--- src/rtl/tau_pkg.sv ---
// Shared definitions for the streaming tau transpose: mode encodings, bank states
// and MSB-first element slicing.
package tau_pkg;

    localparam logic MODE_TRANSPOSE = 1'b0;
    localparam logic MODE_BYPASS    = 1'b1;

    typedef enum logic [1:0] {
        BANK_EMPTY   = 2'd0,
        BANK_FILLING = 2'd1,
        BANK_FULL    = 2'd2
    } bank_state_t;

    // Widest row/element the slicing helper handles.
    localparam int ROW_MAX  = 1024;
    localparam int ELEM_MAX = 64;

    // Element idx of an n-element row of w-bit elements; element 0 sits in the MSBs.
    function automatic logic [ELEM_MAX-1:0] elem(input logic [ROW_MAX-1:0] row,
                                                 input int n, input int w, input int idx);
        logic [ROW_MAX-1:0] sh;
        sh = row >> ((n - 1 - idx) * w);
        return sh[ELEM_MAX-1:0] & ((ELEM_MAX'(1) << w) - ELEM_MAX'(1));
    endfunction

endpackage

--- src/rtl/tau_bank.sv ---
// One N x N matrix bank: row write port plus combinational read of a row (bypass)
// or a column (transpose). Read latency 0; no flow control inside the bank.
module tau_bank
    import tau_pkg::*;
#(
    parameter int N  = 4,
    parameter int W  = 8,
    localparam int IW = $clog2(N)
) (
    input  logic          clk,
    input  logic          rst_n,
    input  logic          wr_en,
    input  logic [IW-1:0] wr_idx,
    input  logic [N*W-1:0] wr_row,
    input  logic          wr_mode,
    input  logic [IW-1:0] rd_idx,
    output logic [N*W-1:0] rd_row,
    output logic          mode
);

    logic [N*W-1:0] rows [N];

    // Mode is captured with the first row so it travels with its matrix.
    always_ff @(posedge clk or negedge rst_n) begin
        if (!rst_n) begin
            for (int r = 0; r < N; r++) rows[r] <= '0;
            mode <= MODE_TRANSPOSE;
        end else if (wr_en) begin
            rows[wr_idx] <= wr_row;
            if (wr_idx == '0) mode <= wr_mode;
        end
    end

    always_comb begin
        rd_row = '0;
        if (mode == MODE_BYPASS) begin
            rd_row = rows[rd_idx];
        end else begin
            for (int i = 0; i < N; i++) begin
                for (int j = 0; j < N; j++) begin
                    if (IW'(j) == rd_idx)
                        rd_row[(N-1-i)*W +: W] = W'(elem(ROW_MAX'(rows[i]), N, W, j));
                end
            end
        end
    end

endmodule

--- src/rtl/tau_stream.sv ---
// Streaming N x N transpose/bypass with ping-pong banks, one row per beat.
// First output beat valid the cycle after the Nth input row; no input-to-output comb path.
// in_ready drops only while the write bank is full; outputs hold while out_ready is low.
module tau_stream
    import tau_pkg::*;
#(
    parameter int N = 4,
    parameter int W = 8
) (
    input  logic           clk,
    input  logic           rst_n,
    input  logic           in_valid,
    output logic           in_ready,
    input  logic [N*W-1:0] in_row,
    input  logic           in_mode,
    output logic           out_valid,
    input  logic           out_ready,
    output logic [N*W-1:0] out_row,
    output logic           out_last,
    output logic           out_mode
);

    localparam int IW = $clog2(N);
    localparam logic [IW-1:0] LAST = IW'(N - 1);

    bank_state_t    state [2];
    logic           wr_bank;
    logic           rd_bank;
    logic [IW-1:0]  wr_cnt;
    logic [IW-1:0]  rd_cnt;
    logic [1:0]     bank_wr;
    logic [N*W-1:0] bank_rd_row [2];
    logic           bank_mode [2];
    logic           in_fire;
    logic           rd_fire;

    assign in_ready  = (state[wr_bank] != BANK_FULL);
    assign out_valid = (state[rd_bank] == BANK_FULL);
    assign in_fire   = in_valid && in_ready;
    assign rd_fire   = out_valid && out_ready;
    assign out_last  = out_valid && (rd_cnt == LAST);
    assign out_row   = out_valid ? bank_rd_row[rd_bank] : '0;
    assign out_mode  = out_valid && bank_mode[rd_bank];

    for (genvar b = 0; b < 2; b++) begin : g_bank
        assign bank_wr[b] = in_fire && (wr_bank == 1'(b));

        tau_bank #(.N(N), .W(W)) u_bank (
            .clk     (clk),
            .rst_n   (rst_n),
            .wr_en   (bank_wr[b]),
            .wr_idx  (wr_cnt),
            .wr_row  (in_row),
            .wr_mode (in_mode),
            .rd_idx  (rd_cnt),
            .rd_row  (bank_rd_row[b]),
            .mode    (bank_mode[b])
        );
    end

    // A bank is written only when not FULL and read only when FULL, so the two
    // transitions below never target the same bank on one edge.
    always_ff @(posedge clk or negedge rst_n) begin
        if (!rst_n) begin
            for (int b = 0; b < 2; b++) state[b] <= BANK_EMPTY;
        end else begin
            for (int b = 0; b < 2; b++) begin
                if (bank_wr[b])
                    state[b] <= (wr_cnt == LAST) ? BANK_FULL : BANK_FILLING;
                else if (rd_fire && (rd_bank == 1'(b)) && (rd_cnt == LAST))
                    state[b] <= BANK_EMPTY;
            end
        end
    end

    always_ff @(posedge clk or negedge rst_n) begin
        if (!rst_n) begin
            wr_cnt  <= '0;
            wr_bank <= 1'b0;
        end else if (in_fire) begin
            if (wr_cnt == LAST) begin
                wr_cnt  <= '0;
                wr_bank <= ~wr_bank;
            end else begin
                wr_cnt <= wr_cnt + IW'(1);
            end
        end
    end

    always_ff @(posedge clk or negedge rst_n) begin
        if (!rst_n) begin
            rd_cnt  <= '0;
            rd_bank <= 1'b0;
        end else if (rd_fire) begin
            if (rd_cnt == LAST) begin
                rd_cnt  <= '0;
                rd_bank <= ~rd_bank;
            end else begin
                rd_cnt <= rd_cnt + IW'(1);
            end
        end
    end

endmodule

--- config.mk ---
export PLATFORM = sky130hd
export DESIGN_NAME = tau_stream
export DESIGN_NICKNAME = d
export VERILOG_FILES = /design/src/rtl/tau_pkg.sv /design/src/rtl/tau_bank.sv /design/src/rtl/tau_stream.sv
export SDC_FILE = /design/constraint.sdc
export NUM_CORES = 1
export LEC_CHECK = 0
export CAP_MARGIN = 30
export CORE_UTILIZATION = 55
export DETAILED_ROUTE_END_ITERATION = 8
export PLACE_DENSITY_LB_ADDON = 0.2
export SLEW_MARGIN = 0
export SYNTH_ARGS = -nofsm -noshare
export SYNTH_HDL_FRONTEND = slang
export SYNTH_HIERARCHICAL = 1
export SYNTH_SLANG_ARGS = --single-unit
--- constraint.sdc ---
create_clock -name clk -period 2 [get_ports clk]
set_input_delay 0.4 -clock clk [delete_from_list [all_inputs] [get_ports clk]]
set_output_delay 0.4 -clock clk [all_outputs]
set_load 0.005 [all_outputs]
**Word-level counts from Yosys, hierarchy flattened**

Index checks and enable logic that the tools add are counted.

- Bitwise gates (word level): 6
- Reductions and logical operators: 19
- Divide/modulo/power cells: 0
- Multiply operators: 0
- Magnitude comparators: 5
- $add $sub $neg: 2
- Equality and inequality tests: 7
- Shift operators: 0
- Muxes and demuxes: 64

Operators by type and width:

| cell | count |
|---|---|
| $mux W32 | 11 |
| $bwmux W128 | 2 |
| $mux W8 | 32 |
| $bmux W32 S2 | 2 |
| $demux W32 S2 | 1 |
| $mux W2 | 13 |
| $logic_and A1 B1 Y1 | 11 |
| $reduce_and A2 Y1 | 4 |
| $eq A2 B2 Y1 const B | 3 |
| $ge A3 B3 Y1 const B | 2 |
| $not A2 Y3 | 2 |
| $add A2 B1 Y2 const B | 2 |
| $eq A2 B2 Y1 const A | 2 |
| $ge A2 B2 Y1 const B | 2 |
| $logic_not A2 Y1 | 2 |
| $not A1 Y2 | 2 |
| $reduce_bool A2 Y1 | 2 |
| $lt A3 B1 Y1 const B | 1 |
| $mux W1 | 3 |
| $eq A1 B2 Y1 const A | 1 |
| $ne A2 B2 Y1 const B | 1 |
| $not A1 Y1 | 2 |

- Bits in registers: 268
- Memories: 0
- Bits in read-only memories: 0
- Logic and storage cells: 119
- Output and inout port bits: 36
- Bits of input ports: 37
- RAM bits: 0
- Latch bits: 0

**Logic depth before layout (Yosys ltp)**

- Depth after elaboration: 10
- Gate-level depth with buffers: 9
- Mapped depth without buffers: 6

**Modules after synthesis**

The synthesis kept the hierarchy.

Modules (own cells, without submodules):

| module | seq. area each (µm²) | area each (µm²) | times used | cells each |
|---|---|---|---|---|
| tau_bank (g_bank[1].u_bank) | 3228.1 | 6734.0 | 1 | 533 |
| tau_bank (g_bank[0].u_bank) | 3228.1 | 6627.6 | 1 | 514 |
| tau_stream | 250.2 | 1078.5 | 1 | 126 |

**Least setup slack after synthesis**

Ideal clock, no wire load.

- Path kind: reg-to-output
- Start point: reg rd_cnt[0]
- End point: out out_row[12]
- Buffers on the path: 2
- Arrival: 1.608 ns
- Required time: 1.600 ns
- Setup slack: -0.008 ns
- Cell stages (with the launch flop): 7
- Cells stage by stage: dfrtp_1 buf_6 buf_8 mux4_2 mux2_2 mux2i_1 nor2_1

RTL lines:

| item | line | source |
|---|---|---|
| start, declared | tau_stream.sv:30 | `logic [IW-1:0] rd_cnt;` |
| start signal, assigned | tau_stream.sv:99 | `rd_cnt <= rd_cnt + IW'(1);` |
| end, declared | tau_stream.sv:18 | `output logic [N*W-1:0] out_row,` |

==> results.cfg <==
[yosys]
syn_nets = 1212
ys_warn_count = 6
synth_area_um2 = 14400
netlist_instances = 1173
synth_top_flop_cell = dfrtp_1
ys_seq_area_frac = 0.464
synth-async-reset-ratio = 1.00
synth.distinct_cells = 51
synth_edf_count = 0
synth.avg_cell_area_um2 = 12.3
ys_ff_latch = 268

[global_routing]
grt_pass1_vias = 12000
grt_pass1_wl_um = 68800
antenna_found_initial = 2
grt_max_degree = 69
grtUsageTotal = 0.338
grt_overflow = 0

[routing]
first_pass_iters = 5
drt_wl_total_um = 49200
vias = 12000
vias_per_cell = 6.47
drt-initial-drc-count = 1188
postRouteAntennaNets = 0
drc = 0
wire_per_inst_um = 26.5

[power_and_ir_drop]
p_int_w = 0.0193
switchingPower_w = 0.0108
seqPwrFrac = 0.280
p_comb_frac = 0.515
p_leak_nw = 9.26
clkPwrFrac = 0.204
ir_worst_vdd_uv = 965
p_per_area_nw_per_um2 = 1500
total_power_w = 0.0301
switching_share = 0.358

[placement]
dp.cells = 1708
gp_congestion = 0.877
dp_hpwl_um = 27900
dpl-instance-area_um2 = 17100
port_buffers = 72

[worst_setup_path]
cp.arrival_ns = 2.67
critical_path_buf_inv_count = 5
cp-start-kind = register
cp_top_family = buffers and inverters
path_class = reg2out
critPathCaptureType = output pin
crit_path_cell_trace = buf_6, buf_12, buf_8, and3_4, a211oi_2, a31oi_1, a221o_1, mux2i_1, buf_4, nor2_2, buf_2
cp_data_required_time_ns = 1.60
slowest_delay_ns = 0.50
slowest_stage = dfrtp_4
cp_max_fo = 5

[layout]
nNetsFinal = 1539
final_cell_area_um2 = 20100
layout.cells.non_filler = 1855
fillers = 1463
utilization = 0.789
areaGrowthSynthToFinish_pct = 39.1
drive_gt1_frac = 0.548

[run_status]
status = finished with violations
violations = negative setup slack

[clock_tree]
clk_latency_ns = 0.58
h-tree-depth = 1
clockRootBuffer = clkbuf_16
clock_path_buffers = 3
path_clk_slew_ns = 0.07
cts_tree = done
numCtsBuffers = 30
clock-sinks = 268

[sta]
fin_worst_skew_ns = 0.0203
finalCritPeriodShare = 1.53
timing.fmax_mhz = 326
layout_setup_ws_ns = -1.07
maxSlewHeadroom = 0.695
worstMarginPinSlew_ns = 0.457
setup_viol = 49
rsz0062_at_grt = true
finalHoldViolations = 0
finalCriticalPeriod_ns = 3.07
slew_viol_final = 0

[floorplan]
die_w_um = 164
die_y_um = 164
dieArea_um2 = 26900
start_util = 0.567
ioPinCount = 73
rows = 58
core_um2 = 25500

[flow_run]
maxCapViolCount = 0

[worst_hold_path]
min_path_type = in2async
[worst register-to-register path, delay by kind of cell (launching register included)]
| family | cells | cell delay [ns] |
|---|---|---|
| adder cells (fa/ha/maj) | 1 | 0.12 |
| flip-flops | 1 | 0.44 |
| AND/OR/NAND/NOR | 2 | 0.38 |
| buffers and inverters | 6 | 0.74 |
| AO/OA/AOI/OAI | 1 | 0.25 |
[synth_stat cells (all sizes together) (10+ instances only)]
| cell | number | area [um2] |
|---|---|---|
| nand3 | 10 | 50.1 |
| a22o | 13 | 114 |
| o21ai | 22 | 110 |
| nor2 | 82 | 308 |
| a211oi | 22 | 165 |
| nor2b | 11 | 73.8 |
| mux4 | 21 | 488 |
| mux2 | 287 | 3230 |
| nand2b | 16 | 108 |
| o22ai | 11 | 75.1 |
| nand2 | 37 | 141 |
| buf | 83 | 538 |
| dfrtp | 268 | 6710 |
| a22oi | 22 | 165 |
| mux2i | 98 | 993 |
| a221o | 21 | 210 |
| a21oi | 45 | 225 |
[per-stage QoR]
stage               setup slack, ns  TNS, ns  hold slack [ns]
floorplan                  -0.00770  -0.0231            0.104
global placement             -0.750   -62.80            0.294
detailed placement           -0.750   -67.43            0.295
CTS                          -0.978   -29.96            0.294
global route                  -1.11   -33.49            0.331
finish                        -1.07   -31.13            0.308
[power groups by stage]
stage,Sequential (W),Combinational [W],Clock (W)
floorplan,0.00794,0.00685,0
global placement,0.00829,0.0112,0
detailed placement,0.00838,0.0115,0
CTS,0.00825,0.0139,0.00615
global route,0.00858,0.0162,0.00638
finish,0.00845,0.0155,0.00616
[flip-flops by register name, indices dropped and copies added, names as in the netlist]
signal / cells
rd_cnt: 2
g_bank.u_bank/rows: 256
rd_bank: 1
state: 4
wr_cnt: 2
wr_bank: 1
g_bank.u_bank/mode: 2
[final cells by class]
cell class                 instances  area (um2)  share of cell area
multi-input combinational        806        7810               0.389
inverter                           9        37.5             0.00187
clock buffer                      41         862              0.0429
antenna                            2        5.00            0.000249
tap                              330         413              0.0206
clock inverter                    14         238              0.0118
sequential                       268        6720               0.334
timing repair buffer             385        4010               0.200
[cell families (layout without fill, tap and decap cells)]
logic type,count (synthesis),count (layout),share of synthesized area
buffers and inverters,99,449,0.0414
adder cells (fa/ha/maj),2,2,0.00173
AND/OR/NAND/NOR,193,193,0.0652
other,0,2,0
AO/OA/AOI/OAI,205,205,0.101
flip-flops,268,268,0.464
multiplexers,406,406,0.326
[cells in the final DEF, fill, tap and decap left out, drive strengths merged, types with 5 or more instances in the layout]
| cell | instances |
|---|---|
| o22ai | 11 |
| inv | 8 |
| mux2 | 287 |
| clkbuf | 51 |
| a21o | 8 |
| dfrtp | 268 |
| a21oi | 45 |
| and3 | 6 |
| nand3b | 7 |
| bufinv | 6 |
| nor3 | 8 |
| clkinv | 8 |
| nor2 | 82 |
| o221ai | 9 |
| clkdlybuf4s50 | 35 |
| a211o | 7 |
| nand3 | 10 |
| a22oi | 22 |
| a31oi | 7 |
| a211oi | 22 |
| nand2b | 16 |
| a22o | 13 |
| nand2 | 37 |
| nor3b | 6 |
| nor2b | 11 |
| buf | 335 |
| o211ai | 5 |
| a221oi | 9 |
| a221o | 21 |
| o21ai | 22 |
| and2b | 6 |
| mux4 | 21 |
| mux2i | 98 |
[timing repair]
| action | 4_1_cts | 5_1_grt |
|---|---|---|
| buffers inserted | 54 | 21 |
| gates cloned | 7 | 11 |
| pin swaps | 71 | 52 |
| hold buffers | 1 | 0 |
| resized for setup | 310 | 88 |
| hold endpoints to repair | 28 | 0 |
| setup endpoints to repair | 38 | 89 |
[worst paths after layout]
kind | end | start | slack [ns] | cells past startpoint
min in group clk | g_bank[1].u_bank/mode | in_mode | 0.50 | 2
worst min register to register | g_bank[0].u_bank/rows[1] | g_bank[0].u_bank/rows[1] | 0.51 | 1
worst max register to register | state[3] | rd_cnt[1] | -0.04 | 10
worst max-delay path | out_row[20] | rd_cnt[1] | -1.07 | 11
max in group asynchronous | g_bank[0].u_bank/rows[47] | rst_n | 0.95 | 3
worst min-delay path | g_bank[0].u_bank/rows[38] | rst_n | 0.31 | 2
[routing by layer]
metal | up-vias | part of all wire | global-route usage
li1 | 5049 | - | -
met1 | 6121 | 0.40 | 0.446
met2 | 659 | 0.48 | 0.564
met3 | 182 | 0.078 | 0.0520
met4 | 0 | 0.047 | 0.124
met5 | - | 0 | 0
Power figures use the tool's default switching activity.
==> RTL edit 1, RTL diff (same flow settings) <==
`N` is set to 4 in 2 places; all go to 2.
--- a/src/rtl/tau_bank.sv
+++ b/src/rtl/tau_bank.sv
@@ -5,3 +5,3 @@
 #(
-    parameter int N  = 4,
+    parameter int N  = 2,
     parameter int W  = 8,
--- a/src/rtl/tau_stream.sv
+++ b/src/rtl/tau_stream.sv
@@ -6,3 +6,3 @@
 #(
-    parameter int N = 4,
+    parameter int N = 2,
     parameter int W = 8
Ports: changed (resized in_row and out_row); port bits go from 73 to 41. No check against the original RTL was run, so the function may have changed too.
==> RTL edit 1 against the unedited design <==
Non-clock buffer count fell by 302. Worst setup slack improved by 0.97 ns. Power fell by 71%. Wire length fell by 82%. Sequential share of layout area rose by 3.7 points. The flow still finishes with violations (setup timing). Largest cell class unchanged. Synthesized area fell by 73%. Highest routed layer unchanged. Final area fell by 75%. Sequential cell count fell by 194.
==> RTL edit 1: results (changes against the unedited design) <==
clock_network:
  cts_buffers: 9  # was 30
  worstSkewPairLatency_ns: 0.35  # was 0.58 ns
  cts.path.max_buffers: 2  # was 3
  cts_root_buf: "clkbuf_8"  # was clkbuf_16
  htreeDepth: 3  # was 1
run_status:
  status: "complete, but fails checks"  # unchanged
  violations: "setup timing"  # unchanged
sta:
  worstMarginPinSlew_ns: 0.4668  # was 0.4569 ns
  fin_ws_ns: -0.09920  # was -1.068 ns
  finalSetupViolations: 15  # was 49
  hold-worst-slack_ns: 0.05698  # was 0.3080 ns
  fin_skew_ns: 0.01073  # was 0.02027 ns
placed_design:
  dp_slack_ns: -0.09729  # was -0.7499 ns
  gp_congestion: 0.7934  # was 0.8772
  dp_hpwl_mm: 4.963  # was 27.93 mm
  portBuffers: 40  # was 72
worst_setup_path:
  reg2reg_to: "g_bank[1].u_bank/rows[24]$_DFFE_PN0P_"  # was state[3]$_DFFE_PN0P_
  worstPathArrival_ns: 1.70  # was 2.67 ns
  critPathMaxFanout: 3  # was 5
  r2r_slack_ns: 0.30  # was -0.04 ns
  regToRegStartpoint: "state[1]$_DFFE_PN0P_"  # was rd_cnt[1]$_DFFE_PN0N_
  reg2reg_depth: 6  # was 10
finish:
  top_regs: "g_bank.u_bank/rows (64), state (4), g_bank.u_bank/mode (2)"  # was g_bank.u_bank/rows (256), state (4)
  drive_gt1_share_pct: 37.80  # was 54.83%
  diodes: 0  # was 2
  layout.nets: 426  # was 1,539
  fillers: 474  # was 1,463
pwr:
  peakVddDrop_mv: 0.8982  # was 0.9647 mV
  p_leak_nw: 2.278  # was 9.258 nW
  p_int_w: 0.005748  # was 0.01934 W
drt:
  drt-initial-drc-count: 116  # was 1,188
  firstDrtPassIters: 4  # was 5
  num_vias: 2772  # was 12,010
  post_drt_wl_per_cell_um: 17.10  # was 26.50 um
logic_synthesis:
  ys_top_cells_by_count: "dfrtp_1 (74), mux2i_1 (49), mux2_2 (46)"  # was mux2_2 (285), dfrtp_1 (268), mux2i_1 (97)
  netlist_top_cells_area: "dfrtp_1 (47%), mux2_2 (13%), mux2i_1 (12%)"  # was dfrtp_1 (46%), mux2_2 (22%), mux2i_1 (6.7%)
  seq_area_frac_synth_pct: 46.92  # was 46.44%
  ys_types: 31  # was 51
  synth_fp_nets: 352  # was 1,212
global_routing:
  grt_pass1_wl_mm: 14.30  # was 68.83 mm
  grt_max_degree: 75  # was 69
  antenna_found_initial: 0  # was 2
  grt_usage_pct: 25.41  # was 33.81%
## RTL edit 1: worst max path at each step
| stage | to | startpoint | depth (start not counted) |
|---|---|---|---|
| after global placement | out_row[1] | state[3]$_DFFE_PN0P_ | 4 |
| after floorplan | g_bank[0].u_bank/rows[16]$_DFFE_PN0P_ | wr_bank$_DFFE_PN0P_ | 6 |
| after global routing | out_row[10] | g_bank[0].u_bank/mode$_DFFE_PN0P_ | 7 |
| final | out_row[0] | g_bank[0].u_bank/mode$_DFFE_PN0P_ | 7 |
| after detailed placement | out_row[10] | state[3]$_DFFE_PN0P_ | 4 |
| after CTS | out_row[14] | g_bank[0].u_bank/mode$_DFFE_PN0P_ | 8 |
## RTL edit 1: logic make-up (layout without fill, tap and decap cells)
group,Yosys count,count (layout),share of synthesized area (%)
mux,116,116,33.74
xor+xnor,2,2,0.4440
buf+inv,21,100,4.217
flops,74,74,46.92
simple gates,76,76,8.846
compound gates,42,42,5.834
## RTL edit 1: routing by layer
metal,vias to the layer above,track usage (%),part of all wire [%]
li1,1315,-,-
met1,1382,34.06,46
met2,61,41.27,49
met3,14,4.286,3.8
met4,0,10.15,1.5
met5,-,0,0
## RTL edit 1: what timing repair did
| item | CTS | global route |
|---|---|---|
| gates resized for setup | 100 | 8 |
| endpoints found under the hold margin | 0 | 0 |
| buffers inserted | 16 | 0 |
| pin swaps | 31 | 14 |
| endpoints found under the setup margin | 20 | 18 |
| cloned | 1 | 1 |
| hold buffers | 0 | 0 |
## RTL edit 1: per-stage QoR
stage                     power [W]  instance area [um2]  std cells  TNS [ns]
final                      0.008888                 4995        506   -0.6074
after global routing       0.009461                 4995        506    -1.970
after CTS                  0.008796                 4992        506   -0.8236
after detailed placement   0.007038                 4621        473    -1.449
after global placement     0.006924                 4621        473    -1.199
after floorplan            0.005690                 3946        331         0
## RTL edit 1: area by class of cell
type	instances	area share (%)
flip-flops and latches	74	37.12
inverters	1	0.07515
repair buffers	83	16.53
clock buffers	13	3.382
well taps	96	2.405
multi-input cells	236	39.10
clock inverters	3	1.378
## RTL edit 1: power by group through the flow
stage / Clock, W / Combinational [W] / Sequential [W]
finish: 0.00139 / 0.00462 / 0.00288
global route: 0.00148 / 0.00500 / 0.00298
CTS: 0.00140 / 0.00455 / 0.00285
detailed placement: 0 / 0.00420 / 0.00284
global placement: 0 / 0.00411 / 0.00281
floorplan: 0 / 0.00298 / 0.00271
## RTL edit 1: critical path, stage by stage, from the launching register on
cell     delay, ns
dfrtp_2       0.47
buf_12        0.15
buf_6         0.11
mux2i_4       0.18
o21ai_2       0.15
mux2i_1       0.09
nor2_1        0.08
buf_2         0.11
==> RTL edit 2, RTL diff (same flow settings) <==
Made on the original files. Register the input `in_mode` before use, without a reset. The logic sees it one clock later. The other inputs are not delayed to match.
--- a/src/rtl/tau_stream.sv
+++ b/src/rtl/tau_stream.sv
@@ -24,2 +24,8 @@
     localparam logic [IW-1:0] LAST = IW'(N - 1);
+
+    logic in_mode_q;
+
+    always_ff @(posedge clk) begin
+        in_mode_q <= in_mode;
+    end
 
@@ -53,3 +59,3 @@
             .wr_row  (in_row),
-            .wr_mode (in_mode),
+            .wr_mode (in_mode_q),
             .rd_idx  (rd_cnt),
Formal check against the unedited RTL: not equivalent (Yosys sat finds a counterexample within 10 cycles, from zero or initial values and one cycle with rst_n low).
==> RTL edit 2 against the unedited design <==
The flow still finishes with violations (setup timing). Count of clock-buffer cells in the layout rose by 4. Wire length rose by 1.9%. Final area barely moved. Sequential cell count rose by 1. Sequential share of layout area rose by 0.12 points. Synthesized area rose by 0.82%. Clock skew fell by 0.0034 ns. First-iteration DRC count fell by 21%. Worst setup slack got worse by 0.027 ns. Synthesized cell count did not move. Utilization fell by 1.6 points. Critical path type unchanged. Largest cell class unchanged.
Power is not compared: it rests on default switching activity, and its combinational part moved more than twofold at a synthesized area within 25%.
==> RTL edit 2: results (changes against the unedited design) <==
finish:
  multiInputGateArea_um2: 7985  # was 7809 um2
  drive_gt1_share_pct: 57.17  # was 54.83%
  stdcell_count: 1858  # was 1,855
  layout.nets: 1537  # was 1,539
  bufAreaShareNonClock_pct: 19.26  # was 19.95%
  diodes: 3  # was 2
  non_clock_inverter_count: 7  # was 9
  multi_input_gates: 807  # was 806
  n_clock_buffer: 45  # was 41
  sh_seq_area_pct: 33.56  # was 33.44%
  fillers: 1576  # was 1,463
  nNonClkBuffers: 383  # was 385
logic_synthesis:
  synth_ff_type: "dfrtp_1"  # unchanged
  ys_types: 52  # was 51
  avgSynthCellArea_um2: 12.41  # was 12.31 um2
  netlist_top_cells_area: "dfrtp_1 (46%), mux2_2 (22%), mux2i_1 (6.7%)"  # unchanged
  seq_area_frac_synth_pct: 46.20  # was 46.44%
  async_reset_ff_share_pct: 99.63  # was 100.0%
global_routing:
  grt_pass1_vias: 12550  # was 12,000
  grt.overflow.total: 0  # unchanged
  met3_usage_pct: 6.328  # was 5.202%
  grt_usage_pct: 35.79  # was 33.81%
  antenna_found_initial: 4  # was 2
  grt_pass1_wl_mm: 72.34  # was 68.83 mm
  use_met2_pct: 60.29  # was 56.43%
  grtUsageMet1_pct: 44.82  # was 44.65%
clock_network:
  clock_sinks: 269  # was 268
run_status:
  status: "complete, but fails checks"  # unchanged
  violations: "setup timing"  # unchanged
placed_design:
  dp_slack_ns: -0.7885  # was -0.7499 ns
  gp_congestion: 0.8490  # was 0.8772
  dp_hpwl_mm: 27.92  # was 27.93 mm
  place_inst: 1708  # unchanged
pwr:
  peakVddDrop_mv: 0.6405
  swShare_pct: 22.08
sta:
  worstMarginPinSlew_ns: 0.5901  # was 0.4569 ns
  fin_skew_ns: 0.01686  # was 0.02027 ns
  fin_ws_ns: -1.095  # was -1.068 ns
  fin_setup_tns_ns: -30.81  # was -31.13 ns
  finalSetupViolations: 34  # was 49
  hold-worst-slack_ns: 0.2857  # was 0.3080 ns
drt:
  num_vias: 11990  # was 12,010
  wl_met1_mm: 18.80  # was 19.49 mm
  drt-initial-drc-count: 935  # was 1,188
  wl_met3_mm: 4.146  # was 3.833 mm
  top_layer: "met5"  # was met4
  post_drt_wl_per_cell_um: 26.96  # was 26.50 um
worst_setup_path:
  worstPathArrival_ns: 2.69  # was 2.67 ns
  r2r_slack_ns: 0.06  # was -0.04 ns
  cp_slowest_cell: "mux4_2"  # was dfrtp_4
  critPathMaxFanout: 7  # was 5
min_path:
  min_path_type: "input port to flip-flop"  # was input port to asynchronous set/reset pin
RTL edit 2: changes by cell type in the layout (fill, tap and decap cells not counted), moves of 4 or more:
cell       change
a21oi_1        -4
a21oi_2        +4
a22oi_1        -4
a22oi_2        +4
buf_8          -5
bufbuf_16      -4
mux2i_1        -8
mux2i_4        +5
nor2_1        -20
nor2_2        +22
RTL edit 2: kinds of logic after synthesis:
group           share of synthesized area, %
fa+ha+maj                             0.1719
buf+inv                                4.237
flops                                  46.20
simple gates                           6.944
mux                                    32.37
compound gates                         10.07
RTL edit 2: worst max-delay path: cells and delay by family (launching register included):
family / cells / cell delay (ns)
simple gates: 1 / 0.04
flops: 1 / 0.46
mux: 2 / 0.69
compound gates: 1 / 0.18
buf+inv: 5 / 0.75
RTL edit 2: per-stage QoR:
step                power, W  area, um2
floorplan           0.005668      14570
global placement    0.005995      17060
detailed placement  0.006001      17060
CTS                  0.01168      19460
global route         0.01197      20080
finish               0.01168      20080
RTL edit 2: worst paths after layout:
path                                                     endpoint  cells past startpoint                                  start
setup / recovery                                      out_row[14]                      9                  rd_cnt[0]$_DFFE_PN0N_
hold / removal                                  in_mode_q$_DFF_P_                      1                                in_mode
setup reg to reg           g_bank[1].u_bank/rows[110]$_DFFE_PN0P_                      6                    wr_bank$_DFFE_PN0P_
hold reg to reg             g_bank[1].u_bank/rows[86]$_DFFE_PN0P_                      1  g_bank[1].u_bank/rows[86]$_DFFE_PN0P_
max in group asynchronous   g_bank[1].u_bank/rows[34]$_DFFE_PN0P_                      3                                  rst_n
min in group asynchronous   g_bank[0].u_bank/rows[16]$_DFFE_PN0P_                      2                                  rst_n
RTL edit 2: what timing repair did:
action,CTS,global route
pin swaps,66,40
resized for setup,352,90
setup buffers,64,24
setup endpoints to repair,36,70
hold buffers,1,0
hold endpoints to repair,57,0
cloned,7,6
